### src/rtl/host_mem_rd_arbiter_axi_if.sv
// Engine-side and memory-side AXI read channels (AR + R) of the host memory read arbiter.
// mem_arid/mem_rid carry the engine index above the engine's own ID bits.
interface host_mem_rd_arbiter_axi_if #(
  parameter int N_REQ      = 4,
  parameter int ADDR_WIDTH = 64,
  parameter int DATA_WIDTH = 512,
  parameter int RID_WIDTH  = 8
);
  localparam int IDX_W = $clog2(N_REQ);

  logic [N_REQ-1:0]            req_arvalid;
  logic [N_REQ-1:0]            req_arready;
  logic [N_REQ*ADDR_WIDTH-1:0] req_araddr;
  logic [N_REQ*RID_WIDTH-1:0]  req_arid;
  logic [N_REQ*8-1:0]          req_arlen;
  logic [N_REQ-1:0]            req_rvalid;
  logic [N_REQ-1:0]            req_rready;
  logic [DATA_WIDTH-1:0]       req_rdata;
  logic [RID_WIDTH-1:0]        req_rid;
  logic [1:0]                  req_rresp;
  logic                        req_rlast;

  logic                        mem_arvalid;
  logic                        mem_arready;
  logic [ADDR_WIDTH-1:0]       mem_araddr;
  logic [RID_WIDTH+IDX_W-1:0]  mem_arid;
  logic [7:0]                  mem_arlen;
  logic                        mem_rvalid;
  logic                        mem_rready;
  logic [DATA_WIDTH-1:0]       mem_rdata;
  logic [RID_WIDTH+IDX_W-1:0]  mem_rid;
  logic [1:0]                  mem_rresp;
  logic                        mem_rlast;

  // Arbiter view
  modport master (
    input  req_arvalid, req_araddr, req_arid, req_arlen, req_rready,
    input  mem_arready, mem_rvalid, mem_rdata, mem_rid, mem_rresp, mem_rlast,
    output req_arready, req_rvalid, req_rdata, req_rid, req_rresp, req_rlast,
    output mem_arvalid, mem_araddr, mem_arid, mem_arlen, mem_rready
  );

  // Engines + memory sink view
  modport slave (
    output req_arvalid, req_araddr, req_arid, req_arlen, req_rready,
    output mem_arready, mem_rvalid, mem_rdata, mem_rid, mem_rresp, mem_rlast,
    input  req_arready, req_rvalid, req_rdata, req_rid, req_rresp, req_rlast,
    input  mem_arvalid, mem_araddr, mem_arid, mem_arlen, mem_rready
  );
endinterface

### src/rtl/host_mem_rd_arbiter_axi.sv
// Round-robin AR arbiter with per-engine outstanding-burst credits; R beats are
// steered back to engines combinationally using the index in the upper RID bits.
module host_mem_rd_arbiter_axi #(
  parameter int N_REQ           = 4,
  parameter int ADDR_WIDTH      = 64,
  parameter int DATA_WIDTH      = 512,
  parameter int RID_WIDTH       = 8,
  parameter int MAX_OUTSTANDING = 32
) (
  input  logic                   clk,
  input  logic                   reset_n,
  host_mem_rd_arbiter_axi_if.master bus,
  output logic                   bad_rid_err
);
  localparam int IDX_W = $clog2(N_REQ);
  localparam int CNT_W = $clog2(MAX_OUTSTANDING + 1);
  localparam int N_IDX = 1 << IDX_W;

  logic [IDX_W-1:0]      rr, gnt_idx, rr_next;
  logic [N_REQ-1:0]      eligible, grant;
  logic                  gnt_valid, slot_open, take;
  logic [CNT_W-1:0]      cnt [N_REQ];

  logic                  ar_valid;
  logic [ADDR_WIDTH-1:0] ar_addr;
  logic [RID_WIDTH+IDX_W-1:0] ar_id;
  logic [7:0]            ar_len;

  logic [IDX_W-1:0]      k;
  logic [N_IDX-1:0]      idx_ok;
  logic                  k_ok, sel_ready, r_ready, r_last_hs;
  logic [N_REQ-1:0]      r_valid;

  always_comb begin
    for (int unsigned i = 0; i < N_REQ; i++)
      eligible[i] = bus.req_arvalid[i] && (cnt[i] < CNT_W'(MAX_OUTSTANDING));
  end

  // First eligible engine at or after the round-robin pointer, wrapping.
  always_comb begin
    gnt_idx   = '0;
    gnt_valid = 1'b0;
    for (int unsigned off = 0; off < N_REQ; off++) begin
      int unsigned idx;
      idx = (32'(rr) + off) % unsigned'(N_REQ);
      if (!gnt_valid && eligible[idx]) begin
        gnt_valid = 1'b1;
        gnt_idx   = IDX_W'(idx);
      end
    end
  end

  assign slot_open = !ar_valid || bus.mem_arready;
  assign take      = slot_open && gnt_valid && reset_n;
  assign grant     = take ? (N_REQ'(1) << gnt_idx) : '0;
  assign rr_next   = (gnt_idx == IDX_W'(N_REQ - 1)) ? '0 : gnt_idx + 1'b1;

  always_ff @(posedge clk or negedge reset_n) begin
    if (!reset_n) begin
      ar_valid <= 1'b0;
      ar_addr  <= '0;
      ar_id    <= '0;
      ar_len   <= '0;
      rr       <= '0;
    end else if (slot_open) begin
      ar_valid <= gnt_valid;
      if (gnt_valid) begin
        ar_addr <= bus.req_araddr[gnt_idx*ADDR_WIDTH +: ADDR_WIDTH];
        ar_id   <= {gnt_idx, bus.req_arid[gnt_idx*RID_WIDTH +: RID_WIDTH]};
        ar_len  <= bus.req_arlen[gnt_idx*8 +: 8];
        rr      <= rr_next;
      end
    end
  end

  assign k = bus.mem_rid[RID_WIDTH +: IDX_W];

  // Indices beyond N_REQ only exist when N_REQ is not a power of two.
  always_comb begin
    for (int unsigned i = 0; i < N_IDX; i++)
      idx_ok[i] = (i < unsigned'(N_REQ));
  end

  assign k_ok = idx_ok[k];

  always_comb begin
    r_valid   = '0;
    sel_ready = 1'b0;
    for (int unsigned i = 0; i < N_REQ; i++) begin
      if (k == IDX_W'(i)) begin
        r_valid[i] = bus.mem_rvalid;
        sel_ready  = bus.req_rready[i];
      end
    end
  end

  assign r_ready   = k_ok ? sel_ready : 1'b1;
  assign r_last_hs = bus.mem_rvalid && r_ready && bus.mem_rlast && k_ok;

  for (genvar i = 0; i < N_REQ; i++) begin : g_cnt
    logic inc, dec;
    assign inc = grant[i];
    assign dec = r_last_hs && (k == IDX_W'(i));

    always_ff @(posedge clk or negedge reset_n) begin
      if (!reset_n)
        cnt[i] <= '0;
      else if (inc && !dec && cnt[i] != CNT_W'(MAX_OUTSTANDING))
        cnt[i] <= cnt[i] + 1'b1;
      else if (dec && !inc && cnt[i] != '0)
        cnt[i] <= cnt[i] - 1'b1;
    end
  end

  always_ff @(posedge clk or negedge reset_n) begin
    if (!reset_n)
      bad_rid_err <= 1'b0;
    else if (bus.mem_rvalid && !k_ok)
      bad_rid_err <= 1'b1;
  end

  assign bus.req_arready = grant;
  assign bus.mem_arvalid = ar_valid;
  assign bus.mem_araddr  = ar_addr;
  assign bus.mem_arid    = ar_id;
  assign bus.mem_arlen   = ar_len;
  assign bus.req_rvalid  = r_valid;
  assign bus.mem_rready  = r_ready;
  assign bus.req_rdata   = bus.mem_rdata;
  assign bus.req_rid     = bus.mem_rid[RID_WIDTH-1:0];
  assign bus.req_rresp   = bus.mem_rresp;
  assign bus.req_rlast   = bus.mem_rlast;
endmodule

### src/flat_wrapper.sv
// flat-port wrapper written by rule: the top's interface ports become plain ports
module host_mem_rd_arbiter_axi_flat 
#(
  parameter int N_REQ           = 4,
  parameter int ADDR_WIDTH      = 64,
  parameter int DATA_WIDTH      = 512,
  parameter int RID_WIDTH       = 8,
  parameter int MAX_OUTSTANDING = 32
)
  (clk, reset_n, bad_rid_err, bus_req_arvalid, bus_req_araddr, bus_req_arid, bus_req_arlen, bus_req_rready, bus_mem_arready, bus_mem_rvalid, bus_mem_rdata, bus_mem_rid, bus_mem_rresp, bus_mem_rlast, bus_req_arready, bus_req_rvalid, bus_req_rdata, bus_req_rid, bus_req_rresp, bus_req_rlast, bus_mem_arvalid, bus_mem_araddr, bus_mem_arid, bus_mem_arlen, bus_mem_rready);
  host_mem_rd_arbiter_axi_if #(.N_REQ(N_REQ), .ADDR_WIDTH(ADDR_WIDTH), .DATA_WIDTH(DATA_WIDTH), .RID_WIDTH(RID_WIDTH)) bus_i ();
  input  logic clk;
  input  logic reset_n;
  output logic bad_rid_err;
  input wire logic [$bits(bus_i.req_arvalid)-1:0] bus_req_arvalid;
  input wire logic [$bits(bus_i.req_araddr)-1:0] bus_req_araddr;
  input wire logic [$bits(bus_i.req_arid)-1:0] bus_req_arid;
  input wire logic [$bits(bus_i.req_arlen)-1:0] bus_req_arlen;
  input wire logic [$bits(bus_i.req_rready)-1:0] bus_req_rready;
  input wire logic [$bits(bus_i.mem_arready)-1:0] bus_mem_arready;
  input wire logic [$bits(bus_i.mem_rvalid)-1:0] bus_mem_rvalid;
  input wire logic [$bits(bus_i.mem_rdata)-1:0] bus_mem_rdata;
  input wire logic [$bits(bus_i.mem_rid)-1:0] bus_mem_rid;
  input wire logic [$bits(bus_i.mem_rresp)-1:0] bus_mem_rresp;
  input wire logic [$bits(bus_i.mem_rlast)-1:0] bus_mem_rlast;
  output wire logic [$bits(bus_i.req_arready)-1:0] bus_req_arready;
  output wire logic [$bits(bus_i.req_rvalid)-1:0] bus_req_rvalid;
  output wire logic [$bits(bus_i.req_rdata)-1:0] bus_req_rdata;
  output wire logic [$bits(bus_i.req_rid)-1:0] bus_req_rid;
  output wire logic [$bits(bus_i.req_rresp)-1:0] bus_req_rresp;
  output wire logic [$bits(bus_i.req_rlast)-1:0] bus_req_rlast;
  output wire logic [$bits(bus_i.mem_arvalid)-1:0] bus_mem_arvalid;
  output wire logic [$bits(bus_i.mem_araddr)-1:0] bus_mem_araddr;
  output wire logic [$bits(bus_i.mem_arid)-1:0] bus_mem_arid;
  output wire logic [$bits(bus_i.mem_arlen)-1:0] bus_mem_arlen;
  output wire logic [$bits(bus_i.mem_rready)-1:0] bus_mem_rready;
  assign bus_i.req_arvalid = bus_req_arvalid;
  assign bus_i.req_araddr = bus_req_araddr;
  assign bus_i.req_arid = bus_req_arid;
  assign bus_i.req_arlen = bus_req_arlen;
  assign bus_i.req_rready = bus_req_rready;
  assign bus_i.mem_arready = bus_mem_arready;
  assign bus_i.mem_rvalid = bus_mem_rvalid;
  assign bus_i.mem_rdata = bus_mem_rdata;
  assign bus_i.mem_rid = bus_mem_rid;
  assign bus_i.mem_rresp = bus_mem_rresp;
  assign bus_i.mem_rlast = bus_mem_rlast;
  assign bus_req_arready = bus_i.req_arready;
  assign bus_req_rvalid = bus_i.req_rvalid;
  assign bus_req_rdata = bus_i.req_rdata;
  assign bus_req_rid = bus_i.req_rid;
  assign bus_req_rresp = bus_i.req_rresp;
  assign bus_req_rlast = bus_i.req_rlast;
  assign bus_mem_arvalid = bus_i.mem_arvalid;
  assign bus_mem_araddr = bus_i.mem_araddr;
  assign bus_mem_arid = bus_i.mem_arid;
  assign bus_mem_arlen = bus_i.mem_arlen;
  assign bus_mem_rready = bus_i.mem_rready;
  host_mem_rd_arbiter_axi #(.N_REQ(N_REQ), .ADDR_WIDTH(ADDR_WIDTH), .DATA_WIDTH(DATA_WIDTH), .RID_WIDTH(RID_WIDTH), .MAX_OUTSTANDING(MAX_OUTSTANDING)) u_core (.clk(clk), .reset_n(reset_n), .bus(bus_i), .bad_rid_err(bad_rid_err));
endmodule
### config.mk
export PLATFORM = sky130hd
export DESIGN_NAME = host_mem_rd_arbiter_axi_flat
export DESIGN_NICKNAME = d
export VERILOG_FILES = /design/src/rtl/host_mem_rd_arbiter_axi_if.sv /design/src/rtl/host_mem_rd_arbiter_axi.sv /design/src/flat_wrapper.sv
export SDC_FILE = /design/constraint.sdc
export NUM_CORES = 1
export LEC_CHECK = 0
export ABC_AREA = 1
export BUFFER_PORTS_ARGS = -buffer_cell sky130_fd_sc_hd__buf_2
export CORE_AREA = 2 2 569 571
export CTS_CLUSTER_DIAMETER = 50
export DETAILED_ROUTE_END_ITERATION = 8
export DIE_AREA = 0 0 571 573
export GPL_TIMING_DRIVEN = 0
export PLACE_DENSITY = 0.31
export SKIP_CTS_REPAIR_TIMING = 1
export SYNTH_ARGS = -nofsm -noshare
export SYNTH_HDL_FRONTEND = slang
export SYNTH_SLANG_ARGS = --single-unit
### constraint.sdc
create_clock -name clk -period 5.35 [get_ports clk]
set_input_delay 0.2675 -clock clk [delete_from_list [all_inputs] [get_ports clk]]
set_output_delay 0.2675 -clock clk [all_outputs]
set_load 0.03 [all_outputs]
=== Word level (Yosys, flattened, before mapping) ===
Index checks and enable logic that the tools add are counted.

* Word-level logic and storage cells: 137
* Input port bits: 857
* Register bits: 110
* Output and inout port bits: 616

* Order comparisons: 9
* Eq/ne operators: 8
* Shift-type cells: 4
* Reduce and logical (&&, ||, !) cells: 57
* Multiplexer cells: 37
* Add/subtract/negate cells: 12

{| class="wikitable"
|+ Operators with widths
! operator !! count
|-
| 256-bit by 9-bit variable part select with 64-bit output || 1
|-
| 32-bit by 6-bit variable part select with 8-bit output || 2
|-
| 6-bit 2-to-1 mux || 8
|-
| 1-bit logical AND || 33
|-
| 6-bit by 1-bit adder with 6-bit output, second input constant || 4
|-
| 6-bit < comparator, second input constant || 4
|-
| 6-bit != test, second input constant || 4
|-
| 6-bit nonzero test || 4
|-
| 6-bit by 1-bit subtractor with 6-bit output, second input constant || 4
|-
| 1-bit 2-to-1 mux || 18
|-
| 2-bit by 3-bit < comparator with 1-bit output, second input constant || 5
|-
| 1-bit logical NOT || 13
|-
| 1-bit binary-select mux with 2-bit select || 5
|-
| 2-bit 2-to-1 mux || 5
|-
| 2-bit nonzero test || 4
|-
| 2-bit equality test, second input constant || 3
|-
| 2-bit by 1-bit adder with 2-bit output, second input constant || 2
|-
| 2-bit adder, second input constant || 2
|-
| 4-bit 2-to-1 mux || 1
|-
| 1-bit by 2-bit left shift with 4-bit output, first input constant || 1
|-
| 2-bit by 1-bit equality test with 1-bit output, second input constant || 1
|-
| 2-bit logical NOT || 1
|-
| 2-bit AND reduction || 1
|-
| 1-bit logical OR || 1
|}

=== Longest topological paths before layout ===
Gate-level depths: netlist (run 1).

* Word-level depth: 22
* Gate-level depth with buffers: 23
* Depth with buffers taken out: 22

=== Worst setup path before layout (run 1) ===
No wires, ideal clock.

* Path kind: reg2reg
* From: reg u_core.rr[0]
* To: reg u_core.cnt[23] (netlist name)
* Required time: 5.234 ns
* Library setup time: 0.116 ns
* Clock period less this slack: 2.845 ns
* Path slack: 2.505 ns
* Buffers on the path: 1
* Data arrival time: 2.728 ns
* Stages on the path, launching flop included: 21
* Path through: dfrtp_1 > buf_6 > inv_4 > nand3_1 > nand3_1 > nand2_2 > nand4_1 > nand2_1 > nor2_4 > nand4_2 > ha_1 > a21oi_1 > nand2_1 > a21oi_1 > inv_1 > a21oi_1 > inv_1 > nand2_1 > nand2_1 > nand2_1 > nand2_1

* Word-level cells in the longest chain between the ends: 19
* Elaborated cells on any way between the ends: 36
* Those cells by class: 3 x add/sub; 1 x shift; 18 x mux; 14 x reduce/logical

{| class="wikitable"
|+ Ends and longest elaborated chain
! element !! RTL line !! RTL
|-
| start: declaration || host_mem_rd_arbiter_axi.sv:19 || <nowiki>logic [IDX_W-1:0] rr, gnt_idx, rr_next;</nowiki>
|-
| start signal: assignment || host_mem_rd_arbiter_axi.sv:71 || <nowiki>rr <= rr_next;</nowiki>
|-
| branches (longest 14 deep; another with 2-bit by 1-bit adder with 2-bit output) || n/a ||
|-
| 4-bit 2-to-1 mux (*) || host_mem_rd_arbiter_axi.sv:55 || <nowiki>assign grant = take ? (N_REQ'(1) << gnt_idx) : '0;</nowiki>
|-
| 1-bit logical NOT || host_mem_rd_arbiter_axi.sv:110 || <nowiki>else if (dec && !inc && cnt[i] != '0)</nowiki>
|-
| 1-bit logical AND (2 in a row) || host_mem_rd_arbiter_axi.sv:110 ||
|-
| 2-bit nonzero test (no line) || n/a ||
|-
| end signal: indexed assignment || host_mem_rd_arbiter_axi.sv:109 || <nowiki>cnt[i] <= cnt[i] + 1'b1;</nowiki>
|-
| end signal: indexed assignment || host_mem_rd_arbiter_axi.sv:111 || <nowiki>cnt[i] <= cnt[i] - 1'b1;</nowiki>
|-
| end: declaration || host_mem_rd_arbiter_axi.sv:22 || <nowiki>logic [CNT_W-1:0] cnt [N_REQ];</nowiki>
|}

Every way passes the cells marked *. The select of a mux whose other input is x is not followed.
A chain may end at the register's enable or synchronous reset.

=== Worst setup path after layout (run 1) ===
* From: reg u_core.rr[1]
* To: reg u_core.cnt[5] (netlist name)

Same word-level chain as after synthesis.

==> results of run 1 <==
cells by family after synthesis:
logic type / after synthesis
simple gates: 827
buf+inv: 634
flops: 109
compound gates: 37
fa+ha+maj: 20
xor+xnor: 14
other cells: 1
synth_stat cells:
| cell | count | area (um^2) |
|---|---|---|
| nand2_1 | 505 | 1900 |
| nand2_2 | 11 | 68.8 |
| nand3_1 | 200 | 1000 |
| nor2_1 | 9 | 33.8 |
| nand3b_1 | 1 | 7.51 |
| xnor2_1 | 1 | 8.76 |
| o21ai_0 | 6 | 30.0 |
| clkbuf_1 | 9 | 33.8 |
| a21oi_1 | 20 | 100 |
| buf_1 | 7 | 26.3 |
| dfrtp_1 | 109 | 2730 |
| conb_1 | 1 | 3.75 |
| inv_2 | 4 | 15.0 |
| nand2_4 | 1 | 11.3 |
| inv_4 | 1 | 6.26 |
| xor2_1 | 13 | 114 |
| ha_1 | 16 | 200 |
| inv_1 | 34 | 128 |
| nand4_2 | 2 | 25.0 |
| buf_2 | 50 | 250 |
| o21ai_1 | 5 | 25.0 |
| buf_4 | 526 | 3950 |
| nor4_1 | 4 | 25.0 |
| buf_6 | 3 | 33.8 |
| nand4_1 | 86 | 538 |
| nand3_2 | 3 | 30.0 |
| fa_1 | 4 | 80.1 |
| a31oi_1 | 4 | 25.0 |
| o22ai_1 | 2 | 12.5 |
| nor2_4 | 5 | 56.3 |
power by group through the flow:
stage / registers, mW / clock network [mW] / logic [mW]
after floorplan: 2.10 / 0 / 4.79
after global placement: 1.54 / 0 / 11.4
after detailed placement: 1.54 / 0 / 11.5
after CTS: 1.53 / 0.907 / 11.5
after global routing: 1.59 / 0.910 / 11.9
final: 1.53 / 0.844 / 10.9
state kept, by name, summed over array words and instances, names as in the netlist:
name	cells
u_core.bus.mem_araddr	64
u_core.bus.mem_arlen	8
u_core.cnt	24
u_core.bus.mem_arid	10
u_core.bus.mem_arvalid	1
u_core.rr	2
per-layer routing:
metal	up-vias	wire, um	global-route usage (%)
met4	144	5000	2.36
met1	7585	84900	14.7
met5	-	951	0
met3	379	40300	10.2
met2	1441	115000	24.6
li1	6793	-	-
critical path, cell delays in order, from the launching register on:
cell	delay, ns
dfrtp_1	0.47
inv_2	0.16
nand2_1	0.08
nand2_2	0.10
nand3_1	0.09
nand2_2	0.12
nand3_1	0.11
nand3_1	0.13
nand2_4	0.12
nor2_4	0.59
nand3_1	0.48
ha_1	0.48
a21oi_1	0.14
nand2_1	0.09
a21oi_1	0.14
inv_1	0.06
a21oi_1	0.16
inv_1	0.05
nand2_1	0.08
nand2_1	0.07
nand2_1	0.05
nand2_1	0.05
worst max-delay path by stage:
stage	from	end	slack (ns)	depth (start not counted)
6_report	u_core.rr[1]$_DFFE_PN0N_	u_core.cnt[5]$_DFFE_PN0P_	1.43	21
5_1_grt	u_core.rr[0]$_DFFE_PN0N_	u_core.cnt[5]$_DFFE_PN0P_	0.86	22
4_1_cts	u_core.rr[1]$_DFFE_PN0N_	u_core.cnt[5]$_DFFE_PN0P_	1.26	21
3_5_place_dp	u_core.rr[0]$_DFFE_PN0N_	u_core.cnt[5]$_DFFE_PN0P_	1.27	22
3_3_place_gp	reset_n	u_core.cnt[5]$_DFFE_PN0P_	-0.24	15
2_1_floorplan	u_core.rr[0]$_DFFE_PN0N_	u_core.cnt[23]$_DFFE_PN0P_	2.51	20
cell type report:
| cell class | count | area share [%] |
|---|---|---|
| clock buffer | 9 | 1.02 |
| antenna | 60 | 0.680 |
| tap | 4305 | 24.4 |
| buffer | 595 | 19.4 |
| multi-input combinational | 899 | 19.4 |
| timing repair buffer | 951 | 21.7 |
| clock inverter | 7 | 0.362 |
| sequential | 109 | 12.3 |
| inverter | 39 | 0.674 |
stage by stage:
stage,cells,instance area [um^2],util [%]
global route,6937,22000,6.87
detailed placement,6897,21600,6.75
global placement,6896,21600,6.74
floorplan,1642,11500,-
CTS,6913,21900,6.85
finish,6974,22100,6.90
==> summary.txt, run 1 <==
Cells and area
  – Register area: 0.00273 mm^2
  – Layout cells sized above 1: 60.3%
  – Area grow syn2layout: 92.8%
  – Commonest non-fill, non-tap cells in the layout: 998 x buf_2, 526 x buf_4, 505 x nand2_1
  – Fill count: 38.1k
  – Net total in the final layout: 3481
  – Multi-input gate area: 0.00429 mm^2
  – Most common cell after layout, fill and taps aside: buf_2

Logic synthesis
  – Simple-Gate Fraction of Synth Area: 32.2%
  – Synth Area in Adders: 2.45%
  – #FFs+latches synth: 109
  – Netlist cell types: 30
  – Synth Instances: 1642
  – XOR/XNOR Fraction of Synth Area: 1.07%
  – Yosys warning count: 0
  – Post-synthesis cell area: 0.0115 mm^2
  – Mapped Nets: 2519
  – Mux cell area share after synthesis: 0%
  – Sequential-to-total area share from yosys stat: 23.8%
  – Average cell area after synthesis: 6.98 um^2
  – Largest family of logic cells by synthesized area: buffers and inverters
  – Compound-cell area share of the yosys netlist: 1.68%

Clock network
  – TritonCTS clock tree: built
  – Num CTS Buffers: 9
  – Clk buf depth: 2
  – Clock root buffer: clkbuf_16
  – Sink Count: 109
  – Clock transition at path regs: 0.12 ns
  – H-tree levels: 3
  – Clock insertion delay at the later pin of the skew report: 0.45 ns

Floorplanning
  – CORE AREA: 0.320 mm^2
  – I/O pin cnt: 1473
  – DIE AREA: 0.327 mm^2
  – Die W: 571 um
  – Initial core utilization: 3.58%
  – Die height: 573 um
  – Row count: 208

Worst setup path
  – Critical path startpoint category: flop
  – R2R cell count: 21
  – Reg-to-Reg End: u_core.cnt[5]$_DFFE_PN0P_
  – Worst Path Arrival: 4.24 ns
  – R2R Path Start: u_core.rr[1]$_DFFE_PN0N_
  – Crit path max fanout: 12
  – Critical Path End Type: flop
  – Crit Path Class: reg -> reg
  – CP required: 5.66 ns
  – Setup slack, reg-to-reg: 1.43 ns

Place
  – Number of I/O port buffers: 949
  – Place WS: 1.27 ns
  – RePlAce Congestion: 0.918
  – DP HPWL: 233000 um

Timing
  – Skew final: 0.0365 ns
  – Worst slew margin: 40.5%
  – Final number of hold-violating endpoints: 0
  – Fmax: 255 MHz
  – Final Slew Violations: 0
  – Minimum clock period: 3.92 ns
  – Worst Tran Pin Value: 0.893 ns
  – Final setup vio count: 0
  – Slack of the critical path: 1.43 ns
  – Tcrit/Tclk final: 73.3%
  – Fin Setup TNS: 0 ns
  – Hold slack: 0.119 ns
  – RSZ-0062 raised after global routing: no

Power and ir drop
  – Cell area power density: 601 mW/mm^2
  – Psw: 9.18 mW
  – Combinational share of power: 82.1%
  – Peak supply drop: 0.468 mV
  – Total chip power: 13.3 mW
  – Reg power frac: 11.5%
  – Switch share: 69.2%
  – Lkg Pwr: 10.4 nW
  – Internal: 4.09 mW
  – Clk pwr share: 6.4%

Drt
  – Via density: 2.34
  – DR iter-0 viols: 956
  – Remaining antenna violation count after routing: 0
  – Drt wl/cell: 35.3 um
  – Residual DRC: 0
  – TritonRoute pass-1 iters: 5
  – Post-Route WL: 246000 um
  – Vias: 16.3k

Hold path
  – Number of cells on the worst hold path: 5
  – Worst Hold Path EP: u_core.bus.mem_araddr[60]$_DFFE_PN0N_
  – Hold path startpoint: bus_req_araddr[124]
  – Min-Delay Path Class: in -> reg

Run status
  – Status: finished, final reports clean

GRT
  – Gr ovfl total: 0
  – Gr usage total: 14.5%
  – Antenna violations before repair: 271
  – Largest net degree at the start of global routing: 61
  – Vias in the first global route: 16.4k
  – First-pass GRT wire length: 281000 um

Run
  – Max-cap viol count: 0
(Power assumes the default switching activity.)
==> inputs of run 2 (changes only) <==
Settings changed: CORE_AREA 2 2 569 571 to 2 2 577 579, DIE_AREA 0 0 571 573 to 0 0 579 581.
Clock period 5.35 ns to 4.1 ns, I/O delays scaled along.
==> run 2 against run 1 <==
Critical path type unchanged. Clock skew shrank 0.012 ns. Non-clock buffer count up 4. Sequential power is 31% higher. Global-route usage decreased by 0.58 points. Critical endpoint is now u_core.bus.mem_arid[6]$_DFFE_PN0N_. Fmax up 7.7%. Sequential share of layout area decreased by 0.096 points. Setup slack got worse by 0.97 ns. Final cell count up 1.2%.
==> summary.txt, run 2 (synthesis gave the netlist of run 1 again) <==
Run status
  – Status: finished, final reports clean

Worst setup path
  – Kind of cell adding the most delay to the critical path: simple AND/OR/NAND/NOR gates
  – Crit Path Class: reg -> reg
  – Crit path cell chain: buf_6 -> inv_4 -> nand3_1 -> nand3_1 -> nand2_2 -> a21oi_1 -> nand2_1 -> nand2_4 -> buf_4 -> buf_2 -> nand3_1 -> nand4_1 -> nand2_1 -> nand2_1
  – CP required: 4.48 ns
  – CP peak stage delay: 0.67 ns
  – Slowest CP cell: buf_2
  – Crit path max fanout: 13
  – Critical Path End Type: flop
  – Buf/Inv on CP: 4
  – Critical path startpoint category: flop
  – Worst Path Arrival: 4.02 ns

Cells and area
  – Most common cell after layout, fill and taps aside: buf_2
  – Area grow syn2layout: 94.3%
  – Commonest non-fill, non-tap cells in the layout: 997 x buf_2, 530 x buf_4, 504 x nand2_1
  – Layout cells sized above 1: 60.4%
  – Net total in the final layout: 3485
  – Max FFs per register: 64
  – Fill count: 39.1k
  – Fin cells: 7055
  – Fin area: 0.0223 mm^2

Timing
  – Minimum clock period: 3.64 ns
  – Worst Tran Pin Value: 0.912 ns
  – RSZ-0062 raised after global routing: no
  – Hold slack: 0.0707 ns
  – Skew final: 0.0240 ns
  – Final setup vio count: 0
  – Fmax: 275 MHz
  – Final number of hold-violating endpoints: 0
  – Worst slew margin: 39.2%
  – Final Slew Violations: 0
  – Tcrit/Tclk final: 88.8%
  – Slack of the critical path: 0.458 ns

Clock network
  – TritonCTS clock tree: built
  – Clk buf depth: 2
  – Clock root buffer: clkbuf_16
  – H-tree levels: 3
  – Clock insertion delay at the later pin of the skew report: 0.44 ns
  – Clock transition at path regs: 0.11 ns
  – Sink Count: 109
  – Num CTS Buffers: 9

GRT
  – Largest net degree at the start of global routing: 66
  – Antenna violations before repair: 295
  – First-pass GRT wire length: 276000 um
  – Gr ovfl total: 0
  – Gr usage total: 14.0%
  – Vias in the first global route: 16.2k

Drt
  – Vias: 16.4k
  – Remaining antenna violation count after routing: 0
  – Drt wl/cell: 34.5 um
  – Residual DRC: 0
  – TritonRoute pass-1 iters: 7
  – Via density: 2.33
  – Post-Route WL: 243000 um
  – DR iter-0 viols: 1119

Floorplanning
  – Row count: 211
  – Die height: 581 um
  – I/O pin cnt: 1473
  – Initial core utilization: 3.48%
  – CORE AREA: 0.330 mm^2
  – Die W: 579 um
  – DIE AREA: 0.336 mm^2

Power and ir drop
  – Lkg Pwr: 10.4 nW
  – Peak supply drop: 0.530 mV
  – Cell area power density: 783 mW/mm^2

Place
  – DP HPWL: 230000 um
  – Number of I/O port buffers: 949
  – Place WS: -0.176 ns
  – Cell Area, Placed: 0.0217 mm^2
  – DP Cell Count: 6958
  – RePlAce Congestion: 0.938

Hold path
  – Min-Delay Path Class: in -> reg

Run
  – Max-cap viol count: 0
run 2: stage by stage:
| step | power [mW] | utilization (%) | setup TNS, ns |
|---|---|---|---|
| 5_1_grt | 18.9 | 6.72 | 0 |
| 2_1_floorplan | 9.00 | - | 0 |
| 3_5_place_dp | 17.0 | 6.58 | -0.341 |
| 4_1_cts | 18.2 | 6.68 | -0.462 |
| 3_3_place_gp | 16.9 | 6.57 | -21.35 |
| 6_report | 17.4 | 6.75 | 0 |
run 2: final cells by class:
| type | count | area, um^2 | area share [%] |
|---|---|---|---|
| plain buffers | 595 | 4300 | 19.3 |
| repair buffers | 955 | 4820 | 21.7 |
| well taps | 4366 | 5460 | 24.5 |
| multi-input cells | 899 | 4310 | 19.3 |
| diodes | 76 | 190 | 0.854 |
| clock inverters | 6 | 75.1 | 0.337 |
| clock buffers | 10 | 239 | 1.07 |
| inverters | 39 | 149 | 0.669 |
| flip-flops and latches | 109 | 2730 | 12.2 |
run 2: layer usage:
| layer | vias up | GRT usage [%] | wire length [um] |
|---|---|---|---|
| li1 | 6809 | - | - |
| met1 | 7540 | 14.4 | 85200 |
| met2 | 1532 | 23.5 | 114000 |
| met3 | 397 | 8.99 | 37400 |
| met4 | 138 | 2.95 | 6130 |
| met5 | - | 0 | 942 |
run 2: path summary, 6_finish.rpt:
kind                                       startpoint                               endpoint  slack [ns]  cells past startpoint
max                          u_core.rr[0]$_DFFE_PN0N_     u_core.bus.mem_arid[6]$_DFFE_PN0N_        0.46                     14
min                                bus_req_araddr[93]  u_core.bus.mem_araddr[29]$_DFFE_PN0N_        0.07                      5
max reg2reg                  u_core.rr[0]$_DFFE_PN0N_     u_core.bus.mem_arid[6]$_DFFE_PN0N_        0.46                     14
min reg2reg                u_core.cnt[23]$_DFFE_PN0P_             u_core.cnt[23]$_DFFE_PN0P_        0.48                      2
max in group asynchronous                     reset_n  u_core.bus.mem_araddr[51]$_DFFE_PN0N_        2.68                      3
min in group asynchronous                     reset_n  u_core.bus.mem_araddr[14]$_DFFE_PN0N_        0.36                      2
run 2: worst min-delay path, cell delays in order:
cell and delay (ns):
buf_2 0.08, nand2_1 0.05, nand4_1 0.06, nand2_1 0.05, nand2_1 0.05
run 2: where the power goes:
| group | internal, mW | leakage, nW | switching (mW) |
|---|---|---|---|
| logic | 3.24 | 8.89 | 11.1 |
| clock network | 0.506 | 0.153 | 0.618 |
| registers | 1.67 | 1.35 | 0.333 |
| total | 5.42 | 10.4 | 12.0 |
